**src/rtl/axis_frame_gen.sv**
```systemverilog
// axis_frame_gen: AXI-Stream source emitting counting-pattern frames with
// programmable length, gap, frame count, tid/tdest and bad-frame tuser marking.
module axis_frame_gen #(
    parameter int DATA_WIDTH  = 8,
    parameter bit KEEP_ENABLE = (DATA_WIDTH > 8),
    parameter int KEEP_WIDTH  = DATA_WIDTH / 8,
    parameter int ID_WIDTH    = 8,
    parameter int DEST_WIDTH  = 8,
    parameter int USER_WIDTH  = 1,
    parameter int LEN_WIDTH   = 16,
    parameter int GAP_WIDTH   = 8
) (
    input  logic                  clk,
    input  logic                  rst,
    input  logic                  start,
    input  logic                  stop,
    input  logic [LEN_WIDTH-1:0]  cfg_frame_len,
    input  logic [GAP_WIDTH-1:0]  cfg_gap,
    input  logic [31:0]           cfg_frame_count,
    input  logic [ID_WIDTH-1:0]   cfg_id,
    input  logic [DEST_WIDTH-1:0] cfg_dest,
    input  logic                  cfg_bad,
    output logic [DATA_WIDTH-1:0] m_axis_tdata,
    output logic [KEEP_WIDTH-1:0] m_axis_tkeep,
    output logic                  m_axis_tvalid,
    input  logic                  m_axis_tready,
    output logic                  m_axis_tlast,
    output logic [ID_WIDTH-1:0]   m_axis_tid,
    output logic [DEST_WIDTH-1:0] m_axis_tdest,
    output logic [USER_WIDTH-1:0] m_axis_tuser,
    output logic                  status_busy,
    output logic                  status_frame_sent,
    output logic [31:0]           status_frames_sent
);

    typedef enum logic [1:0] {
        IDLE,
        SEND,
        GAP
    } state_t;

    state_t state, state_next;

    logic [LEN_WIDTH-1:0]  last_idx_q;
    logic [LEN_WIDTH-1:0]  beat_idx;
    logic [KEEP_WIDTH-1:0] last_keep_q;
    logic [GAP_WIDTH-1:0]  gap_q;
    logic [GAP_WIDTH-1:0]  gap_cnt;
    logic [31:0]           count_q;
    logic [31:0]           frame_idx;
    logic                  bad_q;
    logic                  stop_seen;

    logic                  accept;
    logic                  stop_pending;
    logic                  do_start;
    logic                  do_step;
    logic                  do_frame_end;
    logic                  do_restart;
    logic                  do_gap_tick;

    logic                  load_en;
    logic                  load_is_last;
    logic                  load_bad;
    logic [7:0]            load_f;
    logic [LEN_WIDTH-1:0]  load_j;
    logic [LEN_WIDTH-1:0]  load_last_idx;
    logic [KEEP_WIDTH-1:0] load_last_keep;
    logic [LEN_WIDTH-1:0]  start_last_idx;
    logic [KEEP_WIDTH-1:0] start_last_keep;

    // Byte lane b of beat j in frame f carries (f + j*KEEP_WIDTH + b) mod 256.
    function automatic logic [DATA_WIDTH-1:0] pattern(input logic [7:0] f,
                                                      input logic [LEN_WIDTH-1:0] j);
        logic [7:0]            base;
        logic [DATA_WIDTH-1:0] d;
        base = f + 8'(j * LEN_WIDTH'(KEEP_WIDTH));
        for (int b = 0; b < KEEP_WIDTH; b++) begin
            d[b*8 +: 8] = base + 8'(b);
        end
        return d;
    endfunction

    function automatic logic [KEEP_WIDTH-1:0] tail_keep(input logic [LEN_WIDTH-1:0] len);
        logic [LEN_WIDTH-1:0]  rem;
        logic [KEEP_WIDTH-1:0] m;
        rem = (len - LEN_WIDTH'(1)) % LEN_WIDTH'(KEEP_WIDTH);
        for (int b = 0; b < KEEP_WIDTH; b++) begin
            m[b] = KEEP_ENABLE ? (LEN_WIDTH'(b) <= rem) : 1'b1;
        end
        return m;
    endfunction

    assign accept          = m_axis_tvalid && m_axis_tready;
    assign stop_pending    = stop_seen || stop;
    assign status_busy     = (state != IDLE);
    assign start_last_idx  = (cfg_frame_len - LEN_WIDTH'(1)) / LEN_WIDTH'(KEEP_WIDTH);
    assign start_last_keep = tail_keep(cfg_frame_len);

    always_ff @(posedge clk) begin
        if (rst) begin
            state <= IDLE;
        end else begin
            state <= state_next;
        end
    end

    always_comb begin
        state_next   = state;
        do_start     = 1'b0;
        do_step      = 1'b0;
        do_frame_end = 1'b0;
        do_restart   = 1'b0;
        do_gap_tick  = 1'b0;
        case (state)
            IDLE: begin
                if (start && (cfg_frame_len != '0)) begin
                    do_start   = 1'b1;
                    state_next = SEND;
                end
            end
            SEND: begin
                if (accept) begin
                    if (!m_axis_tlast) begin
                        do_step = 1'b1;
                    end else begin
                        do_frame_end = 1'b1;
                        if (stop_pending ||
                            ((count_q != '0) && (frame_idx + 32'd1 == count_q))) begin
                            state_next = IDLE;
                        end else if (gap_q != '0) begin
                            state_next = GAP;
                        end else begin
                            do_restart = 1'b1;
                        end
                    end
                end
            end
            GAP: begin
                if (gap_cnt == GAP_WIDTH'(1)) begin
                    if (stop_pending) begin
                        state_next = IDLE;
                    end else begin
                        do_restart = 1'b1;
                        state_next = SEND;
                    end
                end else begin
                    do_gap_tick = 1'b1;
                end
            end
            default: state_next = IDLE;
        endcase
    end

    // Frame index is bumped on the last accept, so a direct SEND->SEND restart
    // must look one frame ahead while a restart out of GAP uses it as is.
    always_comb begin
        load_en        = do_start || do_step || do_restart;
        load_f         = frame_idx[7:0] + 8'd1;
        load_j         = '0;
        load_last_idx  = last_idx_q;
        load_last_keep = last_keep_q;
        load_bad       = bad_q;
        if (do_start) begin
            load_f         = 8'd0;
            load_last_idx  = start_last_idx;
            load_last_keep = start_last_keep;
            load_bad       = cfg_bad;
        end else if (do_step) begin
            load_f = frame_idx[7:0];
            load_j = beat_idx + LEN_WIDTH'(1);
        end else if (state == GAP) begin
            load_f = frame_idx[7:0];
        end
        load_is_last = (load_j == load_last_idx);
    end

    always_ff @(posedge clk) begin
        if (rst) begin
            last_idx_q         <= '0;
            last_keep_q        <= '0;
            gap_q              <= '0;
            count_q            <= '0;
            bad_q              <= 1'b0;
            frame_idx          <= '0;
            beat_idx           <= '0;
            gap_cnt            <= '0;
            stop_seen          <= 1'b0;
            m_axis_tdata       <= '0;
            m_axis_tkeep       <= '0;
            m_axis_tvalid      <= 1'b0;
            m_axis_tlast       <= 1'b0;
            m_axis_tid         <= '0;
            m_axis_tdest       <= '0;
            m_axis_tuser       <= '0;
            status_frame_sent  <= 1'b0;
            status_frames_sent <= '0;
        end else begin
            status_frame_sent <= do_frame_end;

            if (do_start) begin
                last_idx_q  <= start_last_idx;
                last_keep_q <= start_last_keep;
                gap_q       <= cfg_gap;
                count_q     <= cfg_frame_count;
                bad_q       <= cfg_bad;
                m_axis_tid  <= cfg_id;
                m_axis_tdest <= cfg_dest;
                frame_idx   <= '0;
            end else if (do_frame_end) begin
                frame_idx <= frame_idx + 32'd1;
            end

            if (do_frame_end) begin
                status_frames_sent <= status_frames_sent + 32'd1;
            end

            // Stop stays armed until a frame boundary honours it.
            if (do_start || do_restart) begin
                stop_seen <= 1'b0;
            end else begin
                stop_seen <= stop_seen || stop;
            end

            if (do_frame_end) begin
                gap_cnt <= gap_q;
            end else if (do_gap_tick) begin
                gap_cnt <= gap_cnt - GAP_WIDTH'(1);
            end

            if (load_en) begin
                m_axis_tdata  <= pattern(load_f, load_j);
                m_axis_tkeep  <= load_is_last ? load_last_keep : '1;
                m_axis_tlast  <= load_is_last;
                m_axis_tuser  <= load_is_last ? USER_WIDTH'(load_bad) : '0;
                m_axis_tvalid <= 1'b1;
                beat_idx      <= load_j;
            end else if (do_frame_end) begin
                m_axis_tvalid <= 1'b0;
                m_axis_tlast  <= 1'b0;
                m_axis_tuser  <= '0;
            end
        end
    end

endmodule
```
**config.mk**
```make
export PLATFORM = sky130hd
export DESIGN_NAME = axis_frame_gen
export DESIGN_NICKNAME = d
export VERILOG_FILES = /design/src/rtl/axis_frame_gen.sv
export SDC_FILE = /design/constraint.sdc
export NUM_CORES = 1
export LEC_CHECK = 0
export BUFFER_PORTS_ARGS = -buffer_cell sky130_fd_sc_hd__buf_2
export CAP_MARGIN = 20
export CORE_AREA = 2 2 137 139
export CTS_CLUSTER_SIZE = 28
export DETAILED_ROUTE_END_ITERATION = 8
export DIE_AREA = 0 0 139 141
export GPL_TIMING_DRIVEN = 0
export PLACE_DENSITY_LB_ADDON = 0.12
export SETUP_SLACK_MARGIN = 0.3
export SLEW_MARGIN = 10
export SYNTH_ARGS = -nofsm -noshare
export SYNTH_HDL_FRONTEND = slang
export SYNTH_SLANG_ARGS = --single-unit
```
**constraint.sdc**
```tcl
create_clock -name clk -period 9.7 [get_ports clk]
set_input_delay 2.91 -clock clk [delete_from_list [all_inputs] [get_ports clk]]
set_output_delay 2.91 -clock clk [all_outputs]
set_load 0.03 [all_outputs]
```
==> results.tsv <==
metric	value	unit
DRT Pass-1 Iters	5	
Initial Utilization	53.27	%
largest net degree at the start of global routing	20	
total wire length	27790	microns
CP endpoint kind	register	
Area growth, synth to finish	16.32	%
CP max stage delay	0.52	ns
CP startpoint kind	input port	
Starting DRT DRC Count	769	
critical path's slowest cell	nor4_1	
H-Tree Depth	4	
Worst IR Drop VDD	0.1413	mV
CTS Hold Bufs	0	
vias in the first global route	8586	
CTS max path bufs	2	
Mapped Nets	1340	
Core Region	18270	sq um
clock power share	35.5	%
synthesized area	9731	sq um
first-pass GRT wire length	44840	microns
gr ovfl total	0	
sequential share of the synthesized area	36.62	%
fin worst setup slack	2.591	ns
HP Class	register to register	
fin. max-slew vios	0	
Finished Core Util	61.96	%
Clock Latency Late Sink	0.44	ns
die span in y	141	microns
hold_sp	m_axis_tdest[1]	
area leader, netlist	dfxtp_1	
Synth area leaders	dfxtp_1 37%, nand2_1 7.5%, xnor2_1 7.5%, nor2_1 6.2%, a21oi_1 5.1%	
area occupied by registers	3563	sq um
max_slew headroom	45.40	%
fill count	1699	
status	complete, no violations	
commonest non-fill, non-tap cell in the layout	nand2_1	
gr usage total	28.16	%
Post-CTS Setup Inserts	0	
Top Family by Delay on Critical Path	compound AO/OA/AOI/OAI gates	
Period minus WS final	7.109	ns
ANT nets after route	0	
Avg Cell Area, Syn	7.822	sq um
Root Buffer	clkbuf_16	
Comb power frac	22.8	%
setup_tns	0	ns
Distinct cells, synth	74	
Clock Sinks	178	
worst path arrival time	7.41	ns
Avg Vias per Cell	5.735	
critical path cell sequence	clkbuf_1 > nor4_1 > nand2_1 > o41a_1 > clkbuf_1 > clkbuf_1 > buf_1 > a21oi_1 > ha_1 > a21o_1 > a21o_1 > a21o_1 > a21oi_1 > o21ai_0 > xnor2_1 > mux2i_1 > nor2_1	
most frequent cells in the layout	195 x nand2_1, 178 x dfxtp_1, 160 x nor2_1	
fin nets	1495	
#FFs+latches synth	178	
worst slew pin tran	0.8190	ns
Buf+Inv Stages, Crit Path	4	
chip width	139	microns
FMAX	140.7	MHz
asr flop ratio synth	0	%
IO buf count	136	
Switch Pwr	0.6903	mW
wire per inst	16.86	microns
Flop pwr share	41.7	%
TritonCTS clock tree	yes	
antenna violations before repair	2	
RSZ-0062 raised after global routing	false	
skew final	0.01499	ns
power per cell area	177.6	nW/um^2
DP Wirelength	20840	microns
Cell Rows	50	
Req. time, crit path	10.01	ns
cell internal pwr	1.320	mW
Final setup viols	0	
Top Ports	140	
Post-synth EDFFs	0	
total number of vias	9452	
share of cells above drive strength 1	14.52	%
crit share post-route	73.29	%
worst r2r src	state[0]	
Setup CP Type	input port to register	
Worst-path clk slew	0.08	ns
area of the multi-input gates	5742	sq um
area share of the leading cell type in the synthesized netlist	36.62	%
post-cts resize count	0	
Die ar.	19600	sq um
routability cong.	0.9862	
prevailing post-synth register cell	dfxtp_1	
Worst Setup SP	cfg_frame_len[3]	
Ys Warns	0	
worst slack, placed	2.224	ns
Final Hold Viols	0	
Max Cap Viol	0	
CP Max Fanout	10	
DRC	0	
CTS buffer count	17	
Leak	4.328	nW
Switching Share	34.33	%
Mapped Cells	1244	
tightest hold or removal path: stages (launching register included):
cell and delay [ns]:
dfxtp_1 0.31, nand2_1 0.05, a21oi_1 0.05
path summary, 6_finish.rpt:
kind | end | slack [ns] | depth (start not counted)
max reg2reg | m_axis_tdata[7] | 5.04 | 17
min reg2reg | m_axis_tdest[1] | 0.45 | 2
max | m_axis_tdata[7] | 2.59 | 17
min | m_axis_tdest[1] | 0.45 | 2
final cells by class:
cell class / instances / area share (%)
Sequential cell: 178 / 31.48
Inverter: 25 / 0.8291
Buffer: 77 / 2.929
Tap cell: 234 / 2.587
Antenna cell: 2 / 0.04422
Clock inverter: 15 / 1.625
Clock buffer: 17 / 3.759
Multi-Input combinational cell: 964 / 50.73
Timing Repair Buffer: 136 / 6.014
synthesized netlist by cell type, types with 5 or more instances:
master,number
nand4b_1,6
inv_1,25
and3_1,16
mux2i_1,12
ha_1,17
a211oi_1,20
o31ai_1,5
a311oi_1,8
nor4_1,29
nand2_1,195
a31oi_1,5
a21o_1,8
or4_1,8
buf_2,10
xor2_1,55
nor2_1,160
dfxtp_1,178
nand3_1,42
nor3_1,26
clkbuf_1,58
or3_1,26
o21ai_0,26
xnor2_1,83
nand4_1,32
and4_1,9
a21oi_1,99
power by group through the flow:
stage                     combinational [mW]  clock [mW]  sequential [mW]
after floorplan                        0.294           0            0.865
after global placement                 0.445           0            0.851
after detailed placement               0.450           0            0.853
after CTS                              0.453       0.720            0.836
after global routing                   0.503       0.750            0.844
final                                  0.458       0.714            0.838
through the flow:
step / area [sq um] / hold WS (ns) / instances / power (mW)
after global routing: 11320 / 0.4779 / 1647 / 2.097
after floorplan: 9731 / 0.4270 / 1244 / 1.159
after CTS: 11310 / 0.4573 / 1646 / 2.009
final: 11320 / 0.4535 / 1648 / 2.011
after global placement: 10700 / 0.4357 / 1614 / 1.296
after detailed placement: 10700 / 0.4457 / 1614 / 1.303
per-layer routing:
layer,up-vias,global-route usage [%],wire length [microns]
li1,4644,-,-
met1,4400,38.22,12480
met2,352,45.04,12610
met3,56,5.842,2081
met4,0,9.304,625
met5,-,0,0
kinds of logic after synthesis:
| group | synth area share [%] |
|---|---|
| AO/OA/AOI/OAI | 14.02 |
| XOR/XNOR | 12.42 |
| adder cells (fa/ha/maj) | 2.392 |
| buffers and inverters | 4.372 |
| flip-flops | 36.62 |
| multiplexers | 1.736 |
| AND/OR/NAND/NOR | 28.44 |
state kept, by name, summed over array words and instances (netlist names), 2 cells and up:
register,cells
m_axis_tdata,8
beat_idx,16
state,2
last_idx_q,16
gap_cnt,8
m_axis_tdest,8
frame_idx,32
status_frames_sent,32
m_axis_tid,8
count_q,32
gap_q,8
Note: power is estimated with default switching activity, not from simulation.
